### config.mk
export PLATFORM = sky130hd
export DESIGN_NAME = dunit_if_ctrl
export DESIGN_NICKNAME = d
export VERILOG_FILES = /design/src/rtl/dunit_pkg.sv /design/src/rtl/dunit_word_packer.sv /design/src/rtl/dunit_if_ctrl.sv
export SDC_FILE = /design/constraint.sdc
export NUM_CORES = 1
export LEC_CHECK = 0
export CAP_MARGIN = 25
export CORE_MARGIN = 4
export CORE_UTILIZATION = 60
export CTS_BUF_LIST = sky130_fd_sc_hd__clkbuf_4 sky130_fd_sc_hd__clkbuf_8
export CTS_CLUSTER_DIAMETER = 50
export DETAILED_ROUTE_END_ITERATION = 16
export GPL_TIMING_DRIVEN = 0
export PLACE_DENSITY = 0.87
export SKIP_CTS_REPAIR_TIMING = 1
export SYNTH_ARGS = -nofsm -noshare
export SYNTH_HDL_FRONTEND = slang
export SYNTH_HIERARCHICAL = 1
export SYNTH_SLANG_ARGS = --single-unit
### constraint.sdc
create_clock -name i_clk -period 7.6 [get_ports i_clk]
set_clock_uncertainty 0.2 [all_clocks]
set_input_delay 0.76 -clock i_clk [delete_from_list [all_inputs] [get_ports i_clk]]
set_output_delay 0.76 -clock i_clk [all_outputs]
set_load 0.05 [all_outputs]
### src/rtl/dunit_pkg.sv
// Shared constants for the debug-unit IF controller: FSM state codes,
// UART command bytes and the instruction word that terminates a load.
package dunit_pkg;

    localparam logic [2:0] ST_IDLE  = 3'd0;
    localparam logic [2:0] ST_LOAD  = 3'd1;
    localparam logic [2:0] ST_WRITE = 3'd2;
    localparam logic [2:0] ST_RUN   = 3'd3;
    localparam logic [2:0] ST_STEP  = 3'd4;
    localparam logic [2:0] ST_DONE  = 3'd5;

    localparam logic [7:0] CMD_LOAD = 8'h4C;  // 'L'
    localparam logic [7:0] CMD_CONT = 8'h43;  // 'C'
    localparam logic [7:0] CMD_STEP = 8'h53;  // 'S'
    localparam logic [7:0] CMD_NEXT = 8'h4E;  // 'N'
    localparam logic [7:0] CMD_EXIT = 8'h45;  // 'E'
    localparam logic [7:0] CMD_RST  = 8'h52;  // 'R'

    localparam logic [31:0] HALT_INSTR_DEFAULT = 32'hFFFF_FFFF;

endpackage

### src/rtl/dunit_word_packer.sv
// Packs four consecutive RX bytes (first byte = MSB) into one instruction word.
// word_ready flags the byte that completes a word; word_next is that word.
module dunit_word_packer #(
    parameter int NB_BYTE = 8,
    parameter int NB_REG  = 32
) (
    input  logic               clk,
    input  logic               rst_n,
    input  logic               clr,
    input  logic               byte_valid,
    input  logic [NB_BYTE-1:0] byte_in,
    output logic [NB_REG-1:0]  word_next,
    output logic               word_ready
);

    logic [NB_REG-NB_BYTE-1:0] shift_r;
    logic [1:0]                cnt_r;

    assign word_next  = {shift_r, byte_in};
    assign word_ready = byte_valid & (cnt_r == 2'd3);

    // Shift register and byte counter; clr abandons any partial word.
    always_ff @(posedge clk or negedge rst_n) begin
        if (!rst_n) begin
            shift_r <= '0;
            cnt_r   <= 2'd0;
        end else if (clr) begin
            shift_r <= '0;
            cnt_r   <= 2'd0;
        end else if (byte_valid) begin
            shift_r <= word_next[NB_REG-NB_BYTE-1:0];
            cnt_r   <= cnt_r + 2'd1;
        end else begin
            shift_r <= shift_r;
            cnt_r   <= cnt_r;
        end
    end

endmodule

### src/rtl/dunit_if_ctrl.sv
// Debug-unit controller: loads instruction memory from UART bytes and gates the
// pipeline clock enable. Optional load timeout under `DUNIT_LOAD_TIMEOUT_EN.
module dunit_if_ctrl
    import dunit_pkg::*;
#(
    parameter int              NB_REG         = 32,
    parameter int              NB_ADDR        = 9,
    parameter int              NB_BYTE        = 8,
    parameter logic [NB_REG-1:0] HALT_INSTR   = HALT_INSTR_DEFAULT,
    parameter int              TIMEOUT_CYCLES = 1_000_000
) (
    input  logic               i_clk,
    input  logic               i_reset,
    input  logic [NB_BYTE-1:0] i_rx_data,
    input  logic               i_rx_valid,
    input  logic               i_halt,
    output logic               o_dunit_clk_en,
    output logic               o_dunit_w_en,
    output logic [NB_ADDR-1:0] o_dunit_addr,
    output logic [NB_REG-1:0]  o_dunit_data,
    output logic [2:0]         o_state,
    output logic               o_error
);

    localparam logic [NB_ADDR-1:0] ADDR_LAST = {{(NB_ADDR-2){1'b1}}, 2'b00};
    localparam logic [NB_ADDR-1:0] ADDR_STEP = {{(NB_ADDR-3){1'b0}}, 3'b100};

    logic [2:0]         state_r, state_next_s;
    logic [NB_ADDR-1:0] addr_r, addr_next_s, out_addr_r;
    logic [NB_REG-1:0]  data_r;
    logic               w_en_r, clk_en_r, clk_en_next_s;
    logic               err_r, err_next_s;
    logic               pend_valid_r;
    logic [NB_BYTE-1:0] pend_byte_r;
    logic               byte_valid_s, pack_valid_s, pack_clr_s, word_ready_s, timeout_s;
    logic [NB_BYTE-1:0] byte_s;
    logic [NB_REG-1:0]  word_next_s;

    // A byte held over from the WRITE cycle takes priority on the following cycle.
    assign byte_valid_s = (state_r != ST_WRITE) & (pend_valid_r | i_rx_valid);
    assign byte_s       = pend_valid_r ? pend_byte_r : i_rx_data;
    assign pack_valid_s = byte_valid_s & (state_r == ST_LOAD);

    dunit_word_packer #(
        .NB_BYTE (NB_BYTE),
        .NB_REG  (NB_REG)
    ) u_packer (
        .clk        (i_clk),
        .rst_n      (i_reset),
        .clr        (pack_clr_s),
        .byte_valid (pack_valid_s),
        .byte_in    (byte_s),
        .word_next  (word_next_s),
        .word_ready (word_ready_s)
    );

`ifdef DUNIT_LOAD_TIMEOUT_EN
    localparam int TO_W = $clog2(TIMEOUT_CYCLES + 1);
    logic [TO_W-1:0] to_cnt_r;

    // Inactivity counter: runs only in LOAD and restarts on every accepted byte.
    always_ff @(posedge i_clk or negedge i_reset) begin
        if (!i_reset) begin
            to_cnt_r <= '0;
        end else if ((state_r != ST_LOAD) || pack_valid_s) begin
            to_cnt_r <= '0;
        end else begin
            to_cnt_r <= to_cnt_r + {{(TO_W-1){1'b0}}, 1'b1};
        end
    end

    assign timeout_s = (state_r == ST_LOAD) & ~pack_valid_s &
                       (to_cnt_r == TO_W'(TIMEOUT_CYCLES - 1));
`else
    // Without the counter a load can only time out for a degenerate zero limit.
    assign timeout_s = (TIMEOUT_CYCLES == 0) & (state_r == ST_LOAD) & ~pack_valid_s;
`endif

    // Next-state, address, error and clock-enable decisions.
    always_comb begin
        state_next_s  = state_r;
        addr_next_s   = addr_r;
        err_next_s    = err_r;
        clk_en_next_s = 1'b0;
        pack_clr_s    = 1'b0;
        case (state_r)
            ST_IDLE: begin
                if (byte_valid_s) begin
                    case (byte_s)
                        CMD_LOAD: begin
                            state_next_s = ST_LOAD;
                            addr_next_s  = '0;
                            err_next_s   = 1'b0;
                            pack_clr_s   = 1'b1;
                        end
                        CMD_CONT: begin
                            state_next_s  = ST_RUN;
                            clk_en_next_s = 1'b1;
                        end
                        CMD_STEP: state_next_s = ST_STEP;
                        default:  state_next_s = ST_IDLE;
                    endcase
                end else begin
                    state_next_s = ST_IDLE;
                end
            end
            ST_LOAD: begin
                if (timeout_s) begin
                    state_next_s = ST_IDLE;
                    err_next_s   = 1'b1;
                    pack_clr_s   = 1'b1;
                end else if (word_ready_s) begin
                    state_next_s = ST_WRITE;
                end else begin
                    state_next_s = ST_LOAD;
                end
            end
            ST_WRITE: begin
                if (data_r == HALT_INSTR) begin
                    state_next_s = ST_IDLE;
                end else if (addr_r == ADDR_LAST) begin
                    state_next_s = ST_IDLE;
                    err_next_s   = 1'b1;
                end else begin
                    state_next_s = ST_LOAD;
                    addr_next_s  = addr_r + ADDR_STEP;
                end
            end
            ST_RUN: begin
                if (i_halt) begin
                    state_next_s = ST_DONE;
                end else begin
                    clk_en_next_s = 1'b1;
                end
            end
            ST_STEP: begin
                // A retiring HALT outranks a simultaneous 'N'.
                if (i_halt) begin
                    state_next_s = ST_DONE;
                end else if (byte_valid_s && (byte_s == CMD_NEXT)) begin
                    clk_en_next_s = 1'b1;
                end else if (byte_valid_s && (byte_s == CMD_EXIT)) begin
                    state_next_s = ST_IDLE;
                end else begin
                    state_next_s = ST_STEP;
                end
            end
            ST_DONE: begin
                if (byte_valid_s && (byte_s == CMD_RST)) begin
                    state_next_s = ST_IDLE;
                end else begin
                    state_next_s = ST_DONE;
                end
            end
            default: state_next_s = ST_IDLE;
        endcase
    end

    // Hold a byte that lands during the single WRITE cycle.
    always_ff @(posedge i_clk or negedge i_reset) begin
        if (!i_reset) begin
            pend_valid_r <= 1'b0;
            pend_byte_r  <= '0;
        end else if (state_r == ST_WRITE) begin
            pend_valid_r <= i_rx_valid;
            pend_byte_r  <= i_rx_data;
        end else begin
            pend_valid_r <= 1'b0;
            pend_byte_r  <= pend_byte_r;
        end
    end

    // State, address and registered output updates.
    always_ff @(posedge i_clk or negedge i_reset) begin
        if (!i_reset) begin
            state_r    <= ST_IDLE;
            addr_r     <= '0;
            out_addr_r <= '0;
            data_r     <= '0;
            w_en_r     <= 1'b0;
            clk_en_r   <= 1'b0;
            err_r      <= 1'b0;
        end else begin
            state_r  <= state_next_s;
            addr_r   <= addr_next_s;
            err_r    <= err_next_s;
            clk_en_r <= clk_en_next_s;
            w_en_r   <= (state_next_s == ST_WRITE);
            if (state_next_s == ST_WRITE) begin
                out_addr_r <= addr_r;
            end else begin
                out_addr_r <= out_addr_r;
            end
            if (word_ready_s) begin
                data_r <= word_next_s;
            end else begin
                data_r <= data_r;
            end
        end
    end

    assign o_dunit_clk_en = clk_en_r;
    assign o_dunit_w_en   = w_en_r;
    assign o_dunit_addr   = out_addr_r;
    assign o_dunit_data   = data_r;
    assign o_state        = state_r;
    assign o_error        = err_r;

endmodule

==> flow_metrics.py, run 1 <==
metrics = {
    "run_status": {
        "outcome": "finished clean",
    },
    "worst_setup_path": {
        "worst-endpoint-required_ps": 7630,
        "critPathLaunch": "i_rx_valid",
        "worst_r2r_path_depth": 12,
        "crit_path_start_kind": "primary input",
        "setup.worst_path.end_class": "flop",
        "cpLargestDelayFamily": "buffers and inverters",
        "timing.rr.end": "o_state[0]",
        "worst-setup-path-type": "primary input to flop",
        "r2r_setup_slack_ps": 4560,
        "critPathBufInv": 5,
        "cp_cell_sequence": "clkdlybuf4s50_1 > nor2_1 > nor3_1 > buf_6 > buf_12 > and2_1 > clkbuf_1 > clkbuf_1 > a21oi_1 > a21oi_1 > nand4_1",
        "critical_path_depth": 11,
        "slowest_delay_ps": 530,
        "critical_path.reg2reg.startpoint": "pend_valid_r",
        "cp_data_arrival_time_ps": 3310,
        "cp_max_fo": 10,
        "critPathCapture": "o_state[0]",
        "timing.critical_path.slowest_stage_cell": "clkdlybuf4s50_1",
    },
    "cts": {
        "clk_latency_ps": 360,
        "cts_made_buffers": 9,
        "clk_root_buffer_cell": "clkbuf_8",
        "clk_transition_reported_paths_ps": 90,
        "cts.path.max_buffers": 2,
        "clock_sinks": 87,
        "tritoncts": "built",
        "deepest_level_of_the_cts_h_tree": 3,
    },
    "route": {
        "drt-wirelength-per-cell_um": 18.2,
        "drt_pass1_iterations": 4,
        "drt_first_iter_violations": 154,
        "vias": 2649,
        "route.detailed.drc": 0,
        "final_antenna_net_count": 0,
        "drt_wl_total_um": 8390,
        "viasPerCell": 5.73,
    },
    "place": {
        "hpwlAfterDp_um": 5980,
        "buffer_ports.inserted": 56,
        "pre_cts_ws_ps": 3950,
        "gp_congestion": 0.897,
    },
    "floorplan": {
        "die_area_um2": 7950,
        "boundaryPins": 59,
        "initial_core_util": 0.619,
        "coreArea_um2": 6390,
        "chip_width_um": 89.2,
        "row_count": 29,
        "die_height_um": 89.2,
    },
    "run": {
        "number_of_maximum_capacitance_constraint_violations": 0,
    },
    "global_route": {
        "top_usage_layer": "met2",
        "largest_net_degree_at_the_start_of_global_routing": 53,
        "met1_usage": 0.317,
        "grt-ovfl-total": 0,
        "antenna_found_initial": 0,
        "grt_pass1_vias": 2776,
        "globalRouteMet3Util": 0.0396,
        "grt_first_pass_wirelength_um": 14100,
        "gr-usage-met2": 0.382,
        "track_usage": 0.238,
    },
    "sta": {
        "report.final.hold_viol_count": 0,
        "fin_max_slew_vios": 0,
        "setup-tns-final_ps": 0,
        "worst_slew_pin_slew_ps": 735,
        "achievable-frequency_ghz": 0.305,
        "layout_setup_ws_ps": 4320,
        "min_cycle_time_layout_ps": 3280,
        "slew_headroom": 0.505,
        "final_min_period_over_clock_period": 0.432,
        "rsz_0062_raised_after_global_routing": "false",
        "finalSetupViolations": 0,
    },
    "synthesis": {
        "ys_warn_count": 6,
        "yosysSeqAreaShare": 0.551,
        "syn-cell-area_um2": 3950,
        "yosys.area_share.adder": 0.00949,
        "synth.ff_latch_count": 87,
        "yosys.area_share.simple": 0.121,
        "post_synth_xor_area_fraction": 0.00443,
        "syn_avg_cell_area_um2": 12.7,
        "synth.area.mux_share": 0.226,
        "synth_cells": 311,
        "largest_family_of_logic_cells_by_synthesized_area": "multiplexers",
        "synth_compound_gate_area_share": 0.0320,
        "unique_masters_post_synth": 44,
    },
    "cells_and_area": {
        "final_layout_size_suffix_gt1_frac": 0.255,
        "area_growth_syn_to_layout_pct": 21.9,
        "number_of_diodes": 0,
        "nNetsFinal": 395,
        "fillerInstances": 433,
    },
    "power": {
        "power.ir.vdd_worst_v": 0.000309,
        "leakage_nw": 2.11,
        "powerDensity_nw_per_um2": 442,
    },
    "worst_hold_path": {
        "holdCritPathClass": "primary input to async pin",
    },
}
## layout by cell type, fill, tap and decap left out, types with 2 or more instances in the layout
cell             count
and2_1               2
xnor2_1              2
nand2b_1             3
o21ai_0              2
clkbuf_1             6
and3_1               4
conb_1               2
nand3_1              4
clkbuf_8            10
nor2_2               2
dfrtp_1             87
nand2_1              5
nand4_1             13
mux2_2              51
buf_4               12
clkdlybuf4s50_1     55
mux2i_1             29
buf_6                2
clkinv_4             2
nor3_1               4
a31oi_1              2
nor2_1              31
nor4_1               3
a21oi_1              7
nor2b_1              2
buf_12               2
nor3b_1              3
buf_2                4
clkinv_2             2
a22o_1               2
inv_1                8
ha_1                 3
## cell usage after synthesis, drive strengths merged
| library cell | n | area share |
|---|---|---|
| clkbuf | 6 | 0.0057 |
| o31ai | 1 | 0.0019 |
| ha | 3 | 0.0095 |
| mux2i | 30 | 0.077 |
| nand3 | 4 | 0.0051 |
| nor3 | 4 | 0.0051 |
| mux2 | 52 | 0.15 |
| conb | 1 | 0.00095 |
| buf | 19 | 0.042 |
| and3b | 1 | 0.0022 |
| a31o | 1 | 0.0022 |
| dfrtp | 87 | 0.55 |
| xnor2 | 2 | 0.0044 |
| or4 | 1 | 0.0019 |
| a31oi | 2 | 0.0032 |
| nand2 | 5 | 0.0047 |
| nor4b | 2 | 0.0098 |
| nand4 | 13 | 0.021 |
| a41o | 1 | 0.0025 |
| nor3b | 3 | 0.0057 |
| inv | 9 | 0.0085 |
| nand4b | 1 | 0.0022 |
| o21ai | 3 | 0.0047 |
| and3 | 4 | 0.0063 |
| nor2b | 2 | 0.0032 |
| nand2b | 3 | 0.0047 |
| a211oi | 1 | 0.0019 |
| nor2 | 33 | 0.033 |
| a22o | 2 | 0.0044 |
| and2 | 2 | 0.0032 |
| a21oi | 8 | 0.011 |
| nor4 | 4 | 0.010 |
| and4bb | 1 | 0.0032 |
## flip-flops by register name, summed over array words and instances (netlist names)
name,count
o_dunit_data,32
pend_byte_r,8
pend_valid_r,1
u_packer/cnt_r,2
o_dunit_addr,7
o_error,1
addr_r,7
u_packer/shift_r,24
o_dunit_clk_en,1
o_state,3
o_dunit_w_en,1
## worst reg2reg max path, stage by stage (launching register included)
cell,delay (ps)
dfrtp_1,350
buf_6,140
buf_4,190
nor2_1,70
nor3_1,200
buf_6,220
buf_12,160
and2_1,120
clkbuf_1,330
clkbuf_1,510
a21oi_1,150
a21oi_1,160
nand4_1,110
## stage by stage
| step | utilization | instances | power (mW) | hold WS [ps] | cell area, µm² |
|---|---|---|---|---|---|
| global route | 0.755 | 462 | 2.25 | 172 | 4820 |
| detailed placement | 0.726 | 446 | 1.84 | 295 | 4640 |
| finish | 0.755 | 462 | 2.13 | 146 | 4820 |
| floorplan | - | 312 | 1.49 | 264 | 3960 |
| global placement | 0.723 | 445 | 1.79 | 290 | 4610 |
| CTS | 0.755 | 462 | 2.14 | 155 | 4820 |
## cells by family after synthesis
family          count (synthesis)
flops                          87
simple gates                   83
mux                            82
buf+inv                        34
compound gates                 19
fa+ha+maj                       3
xor+xnor                        2
other cells                     1
## metal layers
layer / share of wire / vias up
li1: - / 1236
met1: 0.43 / 1328
met2: 0.50 / 68
met3: 0.039 / 17
met4: 0.024 / 0
met5: 0 / -
## area by class of cell
cell class,instances,area (µm²),area share
repair buffers,57,586,0.121
inverters,9,33.8,0.00701
clock inverters,6,43.8,0.00908
plain buffers,25,188,0.0389
flip-flops and latches,87,2180,0.452
clock buffers,10,138,0.0285
well taps,77,96.3,0.0200
multi-input cells,191,1560,0.323
## worst min path at each step
stage | from | endpoint | slack (ps) | cells past startpoint
4_1_cts | i_reset | o_dunit_data[25] | 150 | 1
3_3_place_gp | o_dunit_addr[4] | o_dunit_addr[4] | 290 | 1
6_report | i_reset | o_dunit_data[25] | 150 | 1
5_1_grt | i_reset | o_dunit_data[25] | 170 | 1
2_1_floorplan | i_reset | addr_r[2] | 260 | 0
3_5_place_dp | u_packer/shift_r[22] | o_dunit_data[30] | 300 | 1
## report_power, final
part | total (mW) | leakage, nW | internal [mW] | switching [mW]
combinational | 0.998 | 0.963 | 0.400 | 0.598
sequential | 0.836 | 1.05 | 0.665 | 0.171
clock | 0.296 | 0.0926 | 0.129 | 0.167
Note: power is estimated with default switching activity, not from simulation.
==> inputs of run 2 (changes only) <==
CORE_UTILIZATION = 51   (was 60)
PLACE_DENSITY = 0.79   (was 0.87)
clock period = 2.84 ns   (was 7.6 ns; I/O delays follow)
==> run 2 against run 1 <==
Effect of this change:
- final cell count rose by 4.5%
- via count fell by 2.2%
- die area rose by 16%
- critical path type is now flop to flop
- largest cell class unchanged
==> flow_metrics.py, run 2 (same netlist as run 1, synthesis figures left out) <==
metrics = {
    "power": {
        "leakage_nw": 2.13,
        "power_switching_mw": 2.45,
        "power.ir.vdd_worst_v": 0.000865,
        "internal_power_mw": 3.28,
        "final_power_mw": 5.73,
        "power_frac_clock": 0.150,
        "powerDensity_nw_per_um2": 1180,
        "power.sequential.fraction": 0.389,
        "sw_frac_of_total": 0.428,
        "comb_power_share": 0.460,
    },
    "place": {
        "buffer_ports.inserted": 56,
        "dp_cells": 468,
        "dpl_cell_area_um2": 4670,
        "pre_cts_ws_ps": -329,
        "hpwlAfterDp_um": 5730,
        "gp_congestion": 0.791,
    },
    "worst_setup_path": {
        "timing.critical_path.slowest_stage_cell": "mux2_2",
        "crit_path_start_kind": "flop",
        "worst_r2r_path_depth": 10,
        "slowest_delay_ps": 360,
        "worst-endpoint-required_ps": 2870,
        "worst-setup-path-type": "flop to flop",
        "cp_data_arrival_time_ps": 2640,
        "path_common_cell": "buf_6",
        "cp_max_fo": 10,
        "cp_cell_sequence": "buf_6 > buf_4 > nor2_1 > nor3_1 > buf_6 > buf_12 > and2_2 > and3_1 > buf_2 > mux2_2",
        "setup.worst_path.end_class": "flop",
    },
    "floorplan": {
        "boundaryPins": 59,
        "chip_width_um": 96.1,
        "coreArea_um2": 7410,
        "die_area_um2": 9230,
        "row_count": 31,
        "die_height_um": 96.1,
        "initial_core_util": 0.534,
    },
    "run": {
        "number_of_maximum_capacitance_constraint_violations": 0,
    },
    "cts": {
        "tritoncts": "built",
        "clock_sinks": 87,
        "clk_latency_ps": 340,
        "clk_transition_reported_paths_ps": 80,
        "cts_made_buffers": 9,
        "deepest_level_of_the_cts_h_tree": 3,
        "clk_root_buffer_cell": "clkbuf_8",
        "cts.path.max_buffers": 2,
    },
    "route": {
        "viasPerCell": 5.36,
        "drt-wirelength-per-cell_um": 16.5,
        "drt_wl_total_um": 7980,
        "vias": 2591,
        "drt_pass1_iterations": 4,
        "drt_first_iter_violations": 120,
        "route.detailed.drc": 0,
        "final_antenna_net_count": 0,
    },
    "cells_and_area": {
        "final_util": 0.659,
        "largest_register_ffs": 32,
        "commonest_cells_after_routing_fill_and_taps_aside": "dfrtp_1, clkdlybuf4s50_1, mux2_2",
        "layout_commonest_cell": "dfrtp_1",
        "area_growth_syn_to_layout_pct": 23.4,
        "final_layout_size_suffix_gt1_frac": 0.266,
        "final_design_area_excluding_fillers_um2": 4880,
        "final_cell_count_no_fill": 483,
        "number_of_diodes": 0,
        "nNetsFinal": 394,
    },
    "global_route": {
        "antenna_found_initial": 0,
        "grt_pass1_vias": 2694,
        "grt_first_pass_wirelength_um": 13400,
        "grt-ovfl-total": 0,
        "largest_net_degree_at_the_start_of_global_routing": 58,
        "track_usage": 0.190,
    },
    "sta": {
        "layout_setup_ws_ps": 235,
        "min_cycle_time_layout_ps": 2610,
        "rsz_0062_raised_after_global_routing": "false",
        "final_min_period_over_clock_period": 0.917,
        "fin_max_slew_vios": 0,
        "worst_hold_margin_ps": 223,
        "worst_slew_pin_slew_ps": 842,
        "slew_headroom": 0.433,
        "setup-tns-final_ps": 0,
        "finalSetupViolations": 0,
        "achievable-frequency_ghz": 0.384,
        "report.final.hold_viol_count": 0,
    },
    "worst_hold_path": {
        "holdCritPathClass": "primary input to async pin",
    },
    "run_status": {
        "outcome": "finished clean",
    },
}
run 2: cell types whose count changed in the layout (fill, tap and decap cells not counted), sizes merged:
cell / previous run / this run
dlygate4sd3: 0 / 1
bufinv: 0 / 1
clkinv: 4 / 2
clkinvlp: 1 / 2
clkbuf: 16 / 14
run 2: layout make-up:
type                            instances  area, µm²
Tap cell                               99        124
Buffer                                 23        184
Timing Repair Buffer                   58        596
Clock buffer                           10        138
Multi-Input combinational cell        191       1560
Clock inverter                          6       67.6
Fill cell                             566       2530
Sequential cell                        87       2180
Inverter                                9       33.8
run 2: worst paths after layout:
check / start / to / slack (ps)
max in group asynchronous: i_reset / o_dunit_data[2] / 1620
setup / recovery: pend_valid_r / o_dunit_addr[2] / 230
setup reg to reg: pend_valid_r / o_dunit_addr[2] / 230
hold / removal: i_reset / o_dunit_data[25] / 220
min in group i_clk: o_dunit_addr[6] / o_dunit_addr[6] / 310
hold reg to reg: o_dunit_addr[6] / o_dunit_addr[6] / 310
run 2: power by group through the flow:
stage	combinational (mW)	sequential (mW)	clock, mW
floorplan	0.903	3.09	0
global placement	2.59	2.23	0
detailed placement	2.65	2.25	0
CTS	2.66	2.23	0.890
global route	2.80	2.31	0.948
finish	2.64	2.23	0.863
run 2: routing by layer:
layer	track usage	vias to the layer above	wire, µm
li1	-	1236	-
met4	0.0664	0	110
met1	0.266	1287	3780
met2	0.300	56	3800
met5	0	-	0
met3	0.0321	12	288
run 2: worst max-delay path: cells and delay by family, from the launching register on:
kind | cells | cell delay, ps
flops | 1 | 340
mux | 1 | 360
buf+inv | 5 | 930
simple gates | 4 | 670
==> inputs of run 3 (changes only) <==
REMOVE_ABC_BUFFERS = 1   (was default)
==> run 3 against run 2 <==
Effect of this change:
- critical path depth decreased by 5
- largest power group unchanged
- fmax is 0.63% higher
- total power fell by 1.4%
- utilization is 1.5 points lower
- die area is the same
- global-route usage fell by 0.18 points
- critical path type unchanged
- non-clock buffer count shrank 16
- worst setup slack better by 16 ps
- register-to-register slack better by 20 ps
- worst hold slack improved by 14 ps
- via count is 0.35% lower
- clock-buffer cell count stayed put
==> flow_metrics.py, run 3 (same netlist as run 1, synthesis figures left out) <==
metrics = {
    "global_route": {
        "antenna_found_initial": 0,
        "gr-usage-met2": 0.293,
        "grt_first_pass_wirelength_um": 13300,
        "globalRouteMet3Util": 0.0407,
        "top_usage_layer": "met2",
        "largest_net_degree_at_the_start_of_global_routing": 50,
        "track_usage": 0.189,
        "grt-ovfl-total": 0,
        "met1_usage": 0.262,
        "grt_pass1_vias": 2590,
    },
    "worst_setup_path": {
        "crit_path_start_kind": "flop",
        "worst-setup-path-type": "flop to flop",
        "slowest_delay_ps": 820,
        "timing.rr.end": "addr_r[2]",
        "setup.worst_path.end_class": "flop",
        "worst-endpoint-required_ps": 2880,
        "timing.critical_path.slowest_stage_cell": "nor3b_2",
        "r2r_setup_slack_ps": 250,
        "critical_path.reg2reg.startpoint": "o_state[1]",
        "critPathBufInv": 0,
        "cp_cell_sequence": "nor3b_2 > nand2b_1 > a21oi_2 > nor2_2 > mux2_4",
        "cp_data_arrival_time_ps": 2630,
        "cp_max_fo": 12,
        "worst_r2r_path_depth": 5,
        "cpLargestDelayFamily": "simple AND/OR/NAND/NOR gates",
    },
    "cells_and_area": {
        "area_growth_syn_to_layout_pct": 20.5,
        "number_of_diodes": 0,
        "layout_commonest_cell": "dfrtp_1",
        "nNetsFinal": 379,
        "final_util": 0.643,
        "final_layout_size_suffix_gt1_frac": 0.247,
        "final_cell_count_no_fill": 468,
        "commonest_cells_after_routing_fill_and_taps_aside": "dfrtp_1, clkdlybuf4s50_1, mux2_2",
        "largest_register_ffs": 32,
    },
    "cts": {
        "tritoncts": "built",
        "cts_made_buffers": 9,
        "deepest_level_of_the_cts_h_tree": 3,
        "clk_latency_ps": 350,
        "clock_sinks": 87,
        "cts.path.max_buffers": 2,
        "clk_root_buffer_cell": "clkbuf_8",
        "clk_transition_reported_paths_ps": 90,
    },
    "sta": {
        "slew_headroom": 0.381,
        "final_min_period_over_clock_period": 0.912,
        "finalSetupViolations": 0,
        "fin_max_slew_vios": 0,
        "rsz_0062_raised_after_global_routing": "false",
        "achievable-frequency_ghz": 0.386,
        "worst_slew_pin_slew_ps": 925,
        "min_cycle_time_layout_ps": 2590,
        "report.final.hold_viol_count": 0,
    },
    "route": {
        "drt-wirelength-per-cell_um": 17.3,
        "final_antenna_net_count": 0,
        "drt_pass1_iterations": 4,
        "route.detailed.drc": 0,
        "drt_wl_total_um": 8090,
        "drt_first_iter_violations": 133,
        "vias": 2582,
        "viasPerCell": 5.52,
    },
    "power": {
        "sw_frac_of_total": 0.440,
        "power_switching_mw": 2.49,
        "leakage_nw": 2.05,
        "internal_power_mw": 3.17,
        "power.ir.vdd_worst_v": 0.000811,
        "power.sequential.fraction": 0.394,
        "powerDensity_nw_per_um2": 1190,
        "comb_power_share": 0.467,
        "power_frac_clock": 0.139,
    },
    "floorplan": {
        "coreArea_um2": 7410,
        "chip_width_um": 96.1,
        "row_count": 31,
        "boundaryPins": 59,
        "initial_core_util": 0.534,
        "die_area_um2": 9230,
        "die_height_um": 96.1,
    },
    "place": {
        "dp_cells": 448,
        "buffer_ports.inserted": 56,
        "hpwlAfterDp_um": 5640,
        "gp_congestion": 0.764,
    },
    "run": {
        "number_of_maximum_capacitance_constraint_violations": 0,
    },
    "worst_hold_path": {
        "holdCritPathClass": "primary input to async pin",
    },
    "run_status": {
        "outcome": "finished clean",
    },
}
[run 3: changes by cell type in the layout (fill, tap and decap cells not counted), sizes merged]
cell / before / now
and2: 2 / 3
buf: 21 / 9
bufinv: 1 / 0
clkbuf: 14 / 10
clkinv: 2 / 4
clkinvlp: 2 / 1
[run 3: power groups by stage]
stage,Sequential (mW),Clock (mW),Combinational [mW]
final,2.23,0.786,2.64
after global routing,2.31,0.856,2.79
after CTS,2.23,0.801,2.62
after detailed placement,2.25,0,2.61
after global placement,2.22,0,2.54
after floorplan,3.10,0,0.847
[run 3: per-layer routing]
| layer | vias to the layer above | part of all wire |
|---|---|---|
| met3 | 9 | 0.032 |
| met4 | 0 | 0.014 |
| met5 | - | 0 |
| met2 | 56 | 0.50 |
| met1 | 1316 | 0.46 |
| li1 | 1201 | - |
[run 3: worst max path at each step]
| stage | from | endpoint | slack [ps] | cells past startpoint |
|---|---|---|---|---|
| after floorplan | o_state[2] | o_dunit_addr[2] | -2860 | 5 |
| after global placement | i_rx_valid | o_dunit_addr[8] | -4270 | 6 |
| after detailed placement | pend_valid_r | o_dunit_addr[7] | -910 | 5 |
| after CTS | pend_valid_r | o_dunit_addr[7] | -940 | 5 |
| after global routing | o_state[1] | addr_r[2] | 60 | 5 |
| final | o_state[1] | addr_r[2] | 250 | 5 |
[run 3: area by class of cell]
type	instances	area (µm²)
Fill cell	557	2640
Sequential cell	87	2180
Multi-Input combinational cell	192	1590
Timing Repair Buffer	65	667
Clock buffer	10	131
Tap cell	99	124
Clock inverter	6	46.3
Inverter	9	33.8
[run 3: per-stage QoR]
step                power, mW  setup slack [ps]  TNS (ps)  hold WS [ps]  instance area [µm²]
CTS                      5.65              -935    -21380          -285                 4720
global route             5.96              62.5         0           281                 4770
detailed placement       4.86              -907    -20220           100                 4550
finish                   5.65               251         0           237                 4770
global placement         4.76             -4270   -381100           289                 4450
floorplan                3.94             -2860   -141900          -212                 3770
